===== src/rtl/flag_condition_unit.sv =====
// Architectural NZCV flag register with forwarded condition evaluation,
// plus overflow-event tracking (saturating counter, sticky bit, trap req/ack).
module flag_condition_unit #(
  parameter int CNT_W = 8
) (
  input  logic             clk_i,
  input  logic             rst_ni,
  input  logic             flags_valid_i,
  input  logic             flags_we_i,
  input  logic             n_i,
  input  logic             z_i,
  input  logic             c_i,
  input  logic             v_i,
  input  logic             cond_valid_i,
  input  logic [3:0]       cond_i,
  output logic             cond_done_o,
  output logic             cond_pass_o,
  output logic [3:0]       flags_o,
  input  logic             trap_en_i,
  output logic             ovf_trap_req_o,
  input  logic             ovf_trap_ack_i,
  output logic             ovf_sticky_o,
  output logic [CNT_W-1:0] ovf_count_o,
  input  logic             clr_sticky_i
);

  localparam logic [0:0] ST_IDLE = 1'b0;
  localparam logic [0:0] ST_REQ  = 1'b1;
  localparam logic [CNT_W-1:0] CNT_MAX = {CNT_W{1'b1}};
  localparam logic [CNT_W-1:0] CNT_ONE = {{(CNT_W-1){1'b0}}, 1'b1};

  logic             upd;
  logic             ovf;
  logic             trap_ovf;
  logic [3:0]       in_flags;
  logic [3:0]       eff;
  logic             eff_n, eff_z, eff_c, eff_v;
  logic [15:0]      cond_vec;
  logic             pass_next;

  logic [3:0]       flags_reg;
  logic             cond_done_reg;
  logic             cond_pass_reg;
  logic             sticky_reg;
  logic             sticky_next;
  logic [CNT_W-1:0] count_reg;
  logic [CNT_W-1:0] count_next;
  logic [0:0]       state_reg;
  logic [0:0]       state_next;

  assign upd      = flags_valid_i & flags_we_i;
  assign in_flags = {n_i, z_i, c_i, v_i};
  assign ovf      = upd & v_i;
  assign trap_ovf = ovf & trap_en_i;

  // Forward the incoming flags so a same-cycle evaluation sees the update.
  assign eff = upd ? in_flags : flags_reg;
  assign {eff_n, eff_z, eff_c, eff_v} = eff;

  always_comb begin
    cond_vec      = 16'h0000;
    cond_vec[0]   = eff_z;
    cond_vec[1]   = ~eff_z;
    cond_vec[2]   = eff_c;
    cond_vec[3]   = ~eff_c;
    cond_vec[4]   = eff_n;
    cond_vec[5]   = ~eff_n;
    cond_vec[6]   = eff_v;
    cond_vec[7]   = ~eff_v;
    cond_vec[8]   = eff_c & ~eff_z;
    cond_vec[9]   = ~eff_c | eff_z;
    cond_vec[10]  = (eff_n == eff_v);
    cond_vec[11]  = (eff_n != eff_v);
    cond_vec[12]  = ~eff_z & (eff_n == eff_v);
    cond_vec[13]  = eff_z | (eff_n != eff_v);
    cond_vec[14]  = 1'b1;
    cond_vec[15]  = 1'b0;
  end

  assign pass_next = cond_vec[cond_i];

  always_comb begin
    count_next = count_reg;
    if (clr_sticky_i) begin
      count_next = ovf ? CNT_ONE : '0;
    end else if (ovf && (count_reg != CNT_MAX)) begin
      count_next = count_reg + CNT_ONE;
    end
  end

  // Set wins over a simultaneous clear.
  assign sticky_next = ovf | (sticky_reg & ~clr_sticky_i);

  always_comb begin
    state_next = state_reg;
    case (state_reg)
      ST_IDLE: if (trap_ovf) state_next = ST_REQ;
      ST_REQ:  if (ovf_trap_ack_i) state_next = trap_ovf ? ST_REQ : ST_IDLE;
      default: state_next = ST_IDLE;
    endcase
  end

  always_ff @(posedge clk_i or negedge rst_ni) begin
    if (!rst_ni) begin
      flags_reg     <= 4'b0000;
      cond_done_reg <= 1'b0;
      cond_pass_reg <= 1'b0;
      sticky_reg    <= 1'b0;
      count_reg     <= '0;
      state_reg     <= ST_IDLE;
    end else begin
      if (upd) flags_reg <= in_flags;
      cond_done_reg <= cond_valid_i;
      if (cond_valid_i) cond_pass_reg <= pass_next;
      sticky_reg    <= sticky_next;
      count_reg     <= count_next;
      state_reg     <= state_next;
    end
  end

  assign flags_o        = flags_reg;
  assign cond_done_o    = cond_done_reg;
  assign cond_pass_o    = cond_pass_reg;
  assign ovf_sticky_o   = sticky_reg;
  assign ovf_count_o    = count_reg;
  assign ovf_trap_req_o = (state_reg == ST_REQ);

endmodule

===== config.mk =====
export PLATFORM = sky130hd
export DESIGN_NAME = flag_condition_unit
export DESIGN_NICKNAME = d
export VERILOG_FILES = /design/src/rtl/flag_condition_unit.sv
export SDC_FILE = /design/constraint.sdc
export NUM_CORES = 1
export LEC_CHECK = 0
export ABC_AREA = 0
export CAP_MARGIN = 25
export CORE_ASPECT_RATIO = 0.8
export CORE_UTILIZATION = 40
export CTS_CLUSTER_DIAMETER = 200
export DETAILED_ROUTE_END_ITERATION = 7
export MAX_ROUTING_LAYER = met4
export PLACE_DENSITY = 0.73
export SETUP_SLACK_MARGIN = 0.3
export SLEW_MARGIN = 20
export SYNTH_ARGS = -nofsm -noshare
export SYNTH_HDL_FRONTEND = slang
export SYNTH_SLANG_ARGS = --single-unit
export TNS_END_PERCENT = 50

===== constraint.sdc =====
create_clock -name clk_i -period 3.3 [get_ports clk_i]
set_input_delay 0.66 -clock clk_i [delete_from_list [all_inputs] [get_ports clk_i]]
set_output_delay 0.66 -clock clk_i [all_outputs]
set_load 0.005 [all_outputs]

-- Word level (Yosys, flattened, before mapping)
Cells that the tools add are included.
- logic and storage cells: 37
- output and inout bits: 16
- input port bits: 16
- flip-flop bits (word level): 16
- reductions and logical operators: 2
- bitwise operators: 15
- equal/unequal tests: 3
- order comparisons: 1
- mux-type cells: 9
- add/sub/neg operators: 1
- operators by type and width (operator ; count):
    8-bit 2-to-1 mux ; 2
    8-bit by 1-bit adder with 8-bit output (second input constant) ; 1
    8-bit inequality test (second input constant) ; 1
    1-bit AND ; 6
    1-bit NOT ; 6
    4-bit by 5-bit less-than comparator with 1-bit output (second input constant) ; 1
    1-bit binary-select mux with 4-bit select ; 1
    1-bit 2-to-1 mux ; 4
    4-bit 2-to-1 mux ; 1
    1-bit OR ; 3
    1-bit case mux with 2 select lines ; 1
    2-bit nonzero test ; 1
    1-bit equality test ; 1
    1-bit logical AND ; 1
    1-bit inequality test ; 1

-- Longest topological paths before layout
- depth in word-level cells: 6
- depth in mapped cells: 6
- depth with buffers taken out: 6

-- Least setup slack after synthesis
Ideal clock, no wire load.
- path kind: input-to-reg
- start: input flags_valid_i
- end: register cond_pass_reg, in the netlist cond_pass_o
- data required time: 3.168 ns
- stages on the path: 5
- arrival: 1.808 ns
- setup time: 0.132 ns
- path buffers: 0
- setup slack: 1.361 ns
- cell sequence: nand2_1 > mux2_2 > a32oi_1 > a21oi_1 > or3b_1
- cells in the longest elaborated chain, start to end: 6
- elaborated cells on any way between the ends: 14
- those cells by class: eq/ne (2); mux (3); bitwise (9)
- ends and longest elaborated chain (element ; line ; source):
    start, declared ; 8 ; input logic flags_valid_i,
    1-bit AND * ; 51 ; assign upd = flags_valid_i & flags_we_i;
    4-bit 2-to-1 mux * ; n/a ;
    via cond_vec[0] ; 38 ; logic [15:0] cond_vec;
    1-bit NOT ; 63, 70, 74 ;
    1-bit AND (on tied branches) ; 70, 74 ;
    1-bit binary-select mux with 4-bit select * ; 80 ; assign pass_next = cond_vec[cond_i];
    1-bit 2-to-1 mux (implied by the code) * ; 80 ;
    end signal, assigned ; 114 ; if (cond_valid_i) cond_pass_reg <= pass_next;
    end, declared ; 43 ; logic cond_pass_reg;
The timed path passes the listed nets; every way through them passes the cells marked *. The select of a mux whose other input is x is not followed.
A chain may end at the register's enable or synchronous reset.

-- Worst setup path after layout
- start: input cond_i[2]
- end: register cond_pass_reg, in the netlist cond_pass_o
- cells in the longest elaborated chain, start to end: 2
- ends and longest elaborated chain (element ; line ; source):
    start, declared ; 15 ; input logic [3:0] cond_i,
    1-bit binary-select mux with 4-bit select ; 80 ;
    1-bit 2-to-1 mux (implied by the code) ; 80 ;
Every way passes these cells. The select of a mux whose other input is x is not followed.

==> impl_metrics.ini <==
[sta]
skew_ns = 0.00245
setup_ws_ns = 1.04
drv_slew = 0
slew-limit-headroom = 0.502
fmax_mhz = 443
setup_violations = 0
tightestPinTransition_ns = 0.744
tns_ns = 0
post-route-period-util = 0.684
fin_crit_ns = 2.26
rsz0062_at_grt = no
timing.hold.ws_ns = 0.490
hold_violations = 0

[synthesis]
ys.flop_type = dfrtp_1
seq_area_frac_synth = 0.466
synth-seq-cells = 16
yosysMostFrequentCell = dfrtp_1
synth_cell_types = 34
syn_nets = 103
synth_commonest_cells = 16 x dfrtp_1, 9 x nand2_1, 8 x nor2_1
yosysWarnings = 0
synthTopCellsByArea = dfrtp_1 47%, xnor2_1 5.1%, nand2_1 3.9%
synth_area_um2 = 858
syn_inst = 86
postSynthAreaPerCell_um2 = 9.98
synth-edff-count = 0
synth_top_area_share = 0.466
yosys.area.top_type = dfrtp_1
ys_async_sr_fraction = 1.00

[power]
powerDensity_mw_per_mm2 = 364
leakage_nw = 0.519
ir_drop_mv = 0.308

[worst_setup_path]
crit_arrival_ns = 2.43
worstSetupPathType = in2reg
rr_startpoint = ovf_count_o[0]$_DFFE_PN0P_
critPathMaxFanout = 4
critPathMaxStageDelay_ns = 0.50
required_ns = 3.47
r2r_slack_ns = 1.56
endpoint_kind = flop
reg2reg_to = ovf_count_o[6]$_DFFE_PN0P_
start_kind = input port
r2r_cells = 6
slowest_stage = clkdlybuf4s50_1
crit_chain = clkdlybuf4s50_1 -> inv_2 -> mux4_2 -> o22a_1 -> nand4_1 -> or3b_1

[floorplan]
core_mm2 = 0.00194
die_w_um = 53.8
rows = 14
fp.dieArea_mm2 = 0.00234
dieHeight_um = 43.4
io_pins = 32
initial_core_util = 0.441

[worst_hold_path]
hp-start = ovf_sticky_o$_DFF_PN0_
min_to = ovf_sticky_o$_DFF_PN0_
hold_depth = 1
hp-class = reg2reg

[detailed_routing]
first_iter_violations = 18
routed_wl_mm = 1.94
antenna_left = 0
avgViaCountPerCell = 5.15
vias = 737
routedWlPerCell_um = 13.6
dr.pass1.iters = 4
drc = 0

[global_route]
grt_max_degree = 17
grt_pass1_vias = 666
antenna_found_initial = 0
grt_overflow = 0
grt_pass1_wl_mm = 3.17
track_usage = 0.198

[layout]
fin_area_mm2 = 0.00123
ff_latch_area_um2 = 400
fillers = 160
multi_input_area_um2 = 428
drive_gt1_frac = 0.0924
layout.cells.non_filler = 143
fin_nets = 137
areaGrowthSynthToFinish_pct = 43.0
diodes = 0

[place]
pre_cts_slack_ns = 0.742
place.gp.congestion = 0.847
portBuffers = 31
placed_cell_area_mm2 = 0.00119
hpwl_mm = 1.50
post-place-cells = 139

[cts]
cts-root-buf = clkbuf_4
tritoncts.num_buffers = 3
cts_setup_buffers = 0
clock_sinks = 16
htreeDepth = 1
clkTransAtPathRegs_ns = 0.09
clk_latency_ns = 0.28
clock_path_buffers = 2
cts_resized = 0
cts_hold_buf = 0
cts_tree = yes

[job]
max_cap_violations = 0

[status]
status = completed
## final cells by class
type                    instances  area share
multi-input cells              62       0.349
flip-flops and latches         16       0.326
repair buffers                 31       0.253
clock buffers                   4      0.0296
well taps                      24      0.0245
inverters                       6      0.0183
## registers in the layout, summed over array words and instances (netlist names)
register and cells:
ovf_count_o 8, ovf_trap_req_o 1, cond_done_o 1, cond_pass_o 1, ovf_sticky_o 1, flags_o 4
## worst max-delay path: cells and delay by family
family	cells	cell delay, ns
buffers and inverters	2	0.61
multiplexers	1	0.50
AND/OR/NAND/NOR	2	0.43
AO/OA/AOI/OAI	1	0.23
## cell families after synthesis
logic type / Yosys count / synth area share
AND/OR/NAND/NOR: 34 / 0.200
buffers and inverters: 8 / 0.0350
XOR/XNOR: 7 / 0.0714
adder cells (fa/ha/maj): 1 / 0.0146
AO/OA/AOI/OAI: 15 / 0.118
flip-flops: 16 / 0.466
multiplexers: 5 / 0.0948
## cell usage in the layout (no fill, tap or decap), types with 2 or more instances in the layout
cell             count
mux2_2               2
nor2_1               8
clkdlybuf4s50_1     31
o211ai_1             2
nand4_1              2
and3_1               2
nand3_1              4
xor2_1               2
a21o_1               2
dfrtp_1             16
a21oi_1              3
inv_1                5
o21ai_0              3
xnor2_1              5
nor3_1               2
nand2_1              9
clkbuf_4             3
## power breakdown
part           internal, mW  switching, mW  total [mW]  leakage (nW)
combinational        0.0625         0.0359      0.0984         0.290
clock                0.0672         0.0603       0.128        0.0210
sequential            0.209         0.0119       0.221         0.209
total                 0.339          0.108       0.447         0.519
## worst max-delay path by stage
stage,endpoint,cells past startpoint,slack (ns),startpoint
floorplan,cond_pass_o$_DFFE_PN0P_,5,1.36,flags_valid_i
global placement,cond_pass_o$_DFFE_PN0P_,5,0.76,cond_i[2]
detailed placement,cond_pass_o$_DFFE_PN0P_,5,0.74,cond_i[2]
CTS,cond_pass_o$_DFFE_PN0P_,5,1.05,cond_i[2]
global route,cond_pass_o$_DFFE_PN0P_,6,1.02,flags_we_i
finish,cond_pass_o$_DFFE_PN0P_,6,1.04,cond_i[2]
## through the flow
stage	power, mW	util
6_report	0.447	0.631
5_1_grt	0.474	0.631
4_1_cts	0.456	0.631
3_5_place_dp	0.323	0.613
3_3_place_gp	0.322	0.613
2_1_floorplan	0.263	-
## layer usage
metal	routed length, um	share of wire	vias up	track usage
met5	0	0	-	-
met3	74	0.038	2	0.0632
met2	872	0.45	19	0.274
li1	-	-	368	-
met4	14	0.0072	0	0.0474
met1	981	0.51	348	0.278
Power figures use the tool's default switching activity.
